### src/rtl/btn_debounce.sv
// Four-channel button conditioner: two-flop synchronizer, per-channel
// stability counter, clean debounced level plus one-cycle press/release pulses.
module btn_debounce #(
  parameter int unsigned DEBOUNCE_CYCLES = 120000,
  parameter int unsigned CNT_W           = 17,
  parameter bit          BTN_ACTIVE_LOW  = 1'b1
) (
  input  logic       CLK,
  input  logic       RSTN,
  input  logic [3:0] BTN,
  output logic [3:0] DB,
  output logic [3:0] PRESS,
  output logic [3:0] RELEASE
);

  localparam int unsigned     NCH      = 4;
  localparam logic [NCH-1:0]  IDLE_PIN = BTN_ACTIVE_LOW ? '1 : '0;
  localparam logic [CNT_W-1:0] LAST    = CNT_W'(DEBOUNCE_CYCLES - 1);

  logic [NCH-1:0]   s1;
  logic [NCH-1:0]   s2;
  logic [NCH-1:0]   p;
  logic [NCH-1:0]   level;
  logic [NCH-1:0]   level_nxt;
  logic [NCH-1:0]   press_nxt;
  logic [NCH-1:0]   release_nxt;
  logic [CNT_W-1:0] cnt     [NCH];
  logic [CNT_W-1:0] cnt_nxt [NCH];

  // Normalize polarity so that 1 always means pressed.
  assign p  = s2 ^ {NCH{BTN_ACTIVE_LOW}};
  assign DB = level;

  // Per-channel stability counting and transition acceptance.
  always_comb begin
    level_nxt   = level;
    press_nxt   = '0;
    release_nxt = '0;
    for (int unsigned i = 0; i < NCH; i++) begin
      cnt_nxt[i] = cnt[i];
      if (p[i] == level[i]) begin
        cnt_nxt[i] = '0;
      end else if (cnt[i] == LAST) begin
        level_nxt[i]   = p[i];
        cnt_nxt[i]     = '0;
        press_nxt[i]   = p[i];
        release_nxt[i] = ~p[i];
      end else begin
        cnt_nxt[i] = cnt[i] + 1'b1;
      end
    end
  end

  // Synchronizer, debounce state and registered pulse outputs.
  always_ff @(posedge CLK) begin
    if (!RSTN) begin
      s1      <= IDLE_PIN;
      s2      <= IDLE_PIN;
      level   <= '0;
      PRESS   <= '0;
      RELEASE <= '0;
      for (int unsigned i = 0; i < NCH; i++) begin
        cnt[i] <= '0;
      end
    end else begin
      s1      <= BTN;
      s2      <= s1;
      level   <= level_nxt;
      PRESS   <= press_nxt;
      RELEASE <= release_nxt;
      for (int unsigned i = 0; i < NCH; i++) begin
        cnt[i] <= cnt_nxt[i];
      end
    end
  end

endmodule

### config.mk
export PLATFORM = sky130hd
export DESIGN_NAME = btn_debounce
export DESIGN_NICKNAME = d
export VERILOG_FILES = /design/src/rtl/btn_debounce.sv
export SDC_FILE = /design/constraint.sdc
export NUM_CORES = 1
export LEC_CHECK = 0
export ABC_CLOCK_PERIOD_IN_PS = 2250
export BUFFER_PORTS_ARGS = -buffer_cell sky130_fd_sc_hd__buf_4
export CAP_MARGIN = 20
export CORE_ASPECT_RATIO = 0.5
export CORE_UTILIZATION = 50
export CTS_CLUSTER_SIZE = 8
export DETAILED_ROUTE_END_ITERATION = 12
export GPL_TIMING_DRIVEN = 0
export PLACE_DENSITY = 0.67
export SETUP_SLACK_MARGIN = 0.15
export SYNTH_ARGS = -nofsm -noshare
export SYNTH_HDL_FRONTEND = slang
export SYNTH_SLANG_ARGS = --single-unit
### constraint.sdc
create_clock -name CLK -period 2.25 [get_ports CLK]
set_input_delay 0.3375 -clock CLK [delete_from_list [all_inputs] [get_ports CLK]]
set_output_delay 0.3375 -clock CLK [all_outputs]
set_load 0.05 [all_outputs]
======== Word-level counts from Yosys, hierarchy flattened ========
Memories as Yosys holds them, arrays and structs flattened.
Index checks and enable logic that the tools add are counted.
cells by class
  $add $sub $neg .......................... 4
  multipliers ............................. 0
  divide/modulo/power cells ............... 0
  $lt $le $gt $ge ......................... 0
  equality and inequality tests ........... 8
  shift-type cells ........................ 0
  multiplexer cells ....................... 14
  bitwise gates (word level) .............. 18
  reductions and logical operators ........ 8
operators by type and width
  cell                   count
  $mux 17                12
  $add 17x1->17 const B  4
  $eq 17x17->1 const B   4
  $not 1->1              13
  $reduce_or 3->1        4
  $reduce_and 2->1       4
  $eq 1x1->1             4
  $not 4->4              1
  $or 1x1->1             4
  $mux 1                 2
word-level totals
  register bits after elaboration ......... 20
  bits in latches ......................... 0
  RAM bits ................................ 68
  bits in read-only memories .............. 0
  input bits .............................. 6
  memories ................................ 1
memories
  name  depth  width  read ports  clocked after Yosys merged registers in  write ports  RTL line  text
  cnt   4      17     4           0                                        4            27        logic [CNT_W-1:0] cnt [NCH];

======== Depth between registers and ports, before layout ========
  word-level depth ........................ 4
  mapped depth ............................ 7
  gate-level depth less buffers ........... 5

======== Least setup slack after synthesis ========
No wires, ideal clock.
  path type ............................... reg2reg
  from .................................... memory cnt[0][0]
  to ...................................... memory cnt[0][16]
  setup time .............................. 0.071 ns
  data arrival time ....................... 1.791 ns
  path slack .............................. 0.387 ns
  cell stages (with the launch flop) ...... 6
  path buffers ............................ 0
  clock period less this slack ............ 1.863 ns
  cell sequence ........................... dfxtp_1 ha_1 inv_1 or4_4 or4_1 a21oi_1
RTL lines
  element             RTL line
  start: declaration  27

==> results.md <==
* Status: complete, no violations
* Post-Layout Cell Count at about 530
* Area after DPL at 3940 um2
* Fillers at 584
* Placed cells at approximately 510
* Core Area at 6910 um2
* Vias/cell at around 5.3
* Die W at 123.6 um
* Synthesized flop and latch total at 88
* Netlist Area Pre-Place at 3697 um2
* Worst r2r src: cnt[0][0]$_SDFF_PP0_
* Post-route ant nets at 0
* Vias in the first global route at 2604
* Post-synth net total at 415
* Global route total overflow at 0
* Max_cap viols at 0
* PD cells at 697.0 nW/um2
* Clk root buf: clkbuf_16
* Total CTS buffers at 9
* CTS tree: yes
* RD Place Congestion at 0.8292
* Post-synth EDFFs at 0
* Top cell family by delay on the critical path: simple AND/OR/NAND/NOR gates
* Sequence of cells on the critical path: ha_2 > inv_1 > or4_4 > or4_1 > a21oi_1
* Seq/Total Area, Yosys at 47.65%
* Die Height at 62.81 um
* Class of the worst hold path: in -> reg
* Critical path required time at 2.51 ns
* First-pass GRT wire length at around 11000 um
* Num Clock Sinks at 88
* Antenna Cells at 0
* Max Freq at just over 0.5 GHz
* Clk_lat worst skew at 0.34 ns
* Crit Path Max Fanout at 7
* Ys Warns at 0
* Fin. Hold Viols at 0
* Routed wire length per instance at 12.34 um
* Final net count at 445
* Maximum vdd drop at 0.0003392 V
* Mean Syn Cell Area at just over 9 um2
* Final Skew at 0.007398 ns
* Share of cells above drive strength 1 at 10.02%
* Gr usage total at 18.82%
* Tmin final at just under 2 ns
* Synth async-reset ratio at 0%
* Die area at 7763 um2
* CP max stage cell: or4_4
* Post-detail-place hpwl at 4608 um
* Startpoint Class: register
* Layout area overhead at 15.13%
* Largest net degree at the start of global routing at 13
* Pins over their slew limit at 0
* H-tree Lvls at 3
* Clk buf depth at 2
* # IOs at 18
* DRT Wirelength at 6553 um
* RSZ-0062 raised after global routing: no
* Vias at between 2000 and 3000
* Initial antenna violation count at 0
* Mapped Cells at 405
* Bufs and invs on worst path at 1
* Final setup fails at 0
* Dominant synthesized flop cell: dfxtp_1
* Worst slew pin tran at 0.5106 ns
* Fin crit share at roughly 88%
* Tot Pwr at 2.967 mW
* Worst Path Arrival at 2.25 ns
* Largest stage delay, worst path at 0.57 ns
* Number of port buffers at 17
* Hold_sp: BTN[1]
* DRC violations left at 0
* Starting Density at between 50 and 60%
* WS Path Type: reg -> reg
* Endpoint type of the worst setup path: register
* Slew headroom at 65.96%
* Clock-pin transition on the worst setup and hold timing paths at 0.06 ns
* Pre-antenna DRT Iters at 5
* Synth cell types at 40
* Iter 0 DRT Violations at ~130
* Row count at 21
* Leak pwr at 1.309 nW
* Worst Setup SP: cnt[0][0]$_SDFF_PP0_
* Fin area at roughly 4300 um2
* Setup TNS at 0 ns
-- timing repair --
action,CTS,global route
buffers inserted,0,2
hold buffers,0,0
gates resized for setup,2,5
gates cloned,0,0
setup endpoints to repair,20,23
-- metal layers --
metal	share of wire (%)	track usage [%]	vias to the layer above	routed length [um]
met1	47	22.18	1306	3101
met3	4.3	7.208	8	283
li1	-	-	1458	-
met2	47	31.11	49	3083
met4	1.3	6.476	0	83
met5	0	0	-	0
-- final timing paths --
kind / end / slack (ns) / cells past startpoint
hold reg to reg: s2[3]$_SDFF_PN1_ / 0.40 / 1
setup reg to reg: cnt[0][16]$_SDFF_PP0_ / 0.26 / 5
setup / recovery: cnt[0][16]$_SDFF_PP0_ / 0.26 / 5
hold / removal: s1[1]$_SDFF_PN1_ / 0.18 / 2
-- kinds of logic after synthesis --
group	count (synthesis)	synth area share, %
fa+ha+maj	4	1.354
flops	88	47.65
xor+xnor	61	14.45
mux	3	0.8122
buf+inv	26	2.910
simple gates	214	31.10
compound gates	9	1.726
-- report_power, final --
group / leakage (nW) / internal [mW] / switching [mW]
clock network: 0.130 / 0.804 / 0.550
logic: 0.468 / 0.0179 / 0.0220
registers: 0.711 / 1.57 / 0.00597
-- synthesized netlist by cell type, types with 3 or more instances --
cell type | n | area, um2
nand3_1 | 21 | 105.1
mux2i_1 | 3 | 30.03
nand2b_1 | 8 | 50.05
ha_1 | 4 | 50.05
a21oi_1 | 3 | 15.01
inv_1 | 18 | 67.56
nor3_1 | 11 | 55.05
nor2_1 | 77 | 289.0
clkbuf_1 | 4 | 15.01
xor2_1 | 16 | 140.1
dfxtp_1 | 88 | 1762
nand2_1 | 21 | 78.83
and2_1 | 4 | 25.02
nand4_1 | 23 | 143.9
nor4_1 | 23 | 143.9
xnor2_1 | 45 | 394.1
and4_1 | 5 | 43.79
nand4b_1 | 4 | 35.03
nand4bb_1 | 3 | 33.78
-- final cells by class --
class / count / area [um2] / share of cell area (%)
buffer: 8 / 41.29 / 0.9700
multi-input combinational: 291 / 1861 / 43.71
tap: 92 / 115.1 / 2.704
timing repair buffer: 19 / 142.6 / 3.351
clock buffer: 15 / 267.8 / 6.290
inverter: 18 / 67.56 / 1.587
sequential: 88 / 1762 / 41.39
-- stage by stage --
stage | hold WS (ns) | utilization, % | setup WS, ns
2_1_floorplan | 0.3863 | - | 0.3874
3_3_place_gp | 0.3924 | 57.02 | 0.09925
3_5_place_dp | 0.3932 | 57.02 | 0.05071
4_1_cts | 0.1693 | 61.07 | 0.2155
5_1_grt | 0.1741 | 61.60 | 0.1565
6_report | 0.1825 | 61.60 | 0.2614
-- cells in the final DEF, fill, tap and decap left out, types with 3 or more instances in the layout --
cell | Yosys | layout
dfxtp_1 | 88 | 88
nor2_1 | 77 | 77
xnor2_1 | 45 | 45
nand4_1 | 23 | 23
nand3_1 | 21 | 21
nor4_1 | 23 | 21
nand2_1 | 21 | 21
buf_4 | 0 | 19
inv_1 | 18 | 18
xor2_1 | 16 | 16
nor3_1 | 11 | 11
clkbuf_16 | 0 | 9
nand2b_1 | 8 | 8
clkbuf_1 | 4 | 7
and4_1 | 5 | 5
nand4b_1 | 4 | 4
and2_1 | 4 | 4
nand4bb_1 | 3 | 3
a21oi_1 | 3 | 3
mux2i_1 | 3 | 3
ha_1 | 4 | 3
-- state kept, by name, indices dropped and copies added (netlist names) --
name     cells
RELEASE      4
DB           4
PRESS        4
s2           4
s1           4
cnt         68
(Power assumes the default switching activity.)
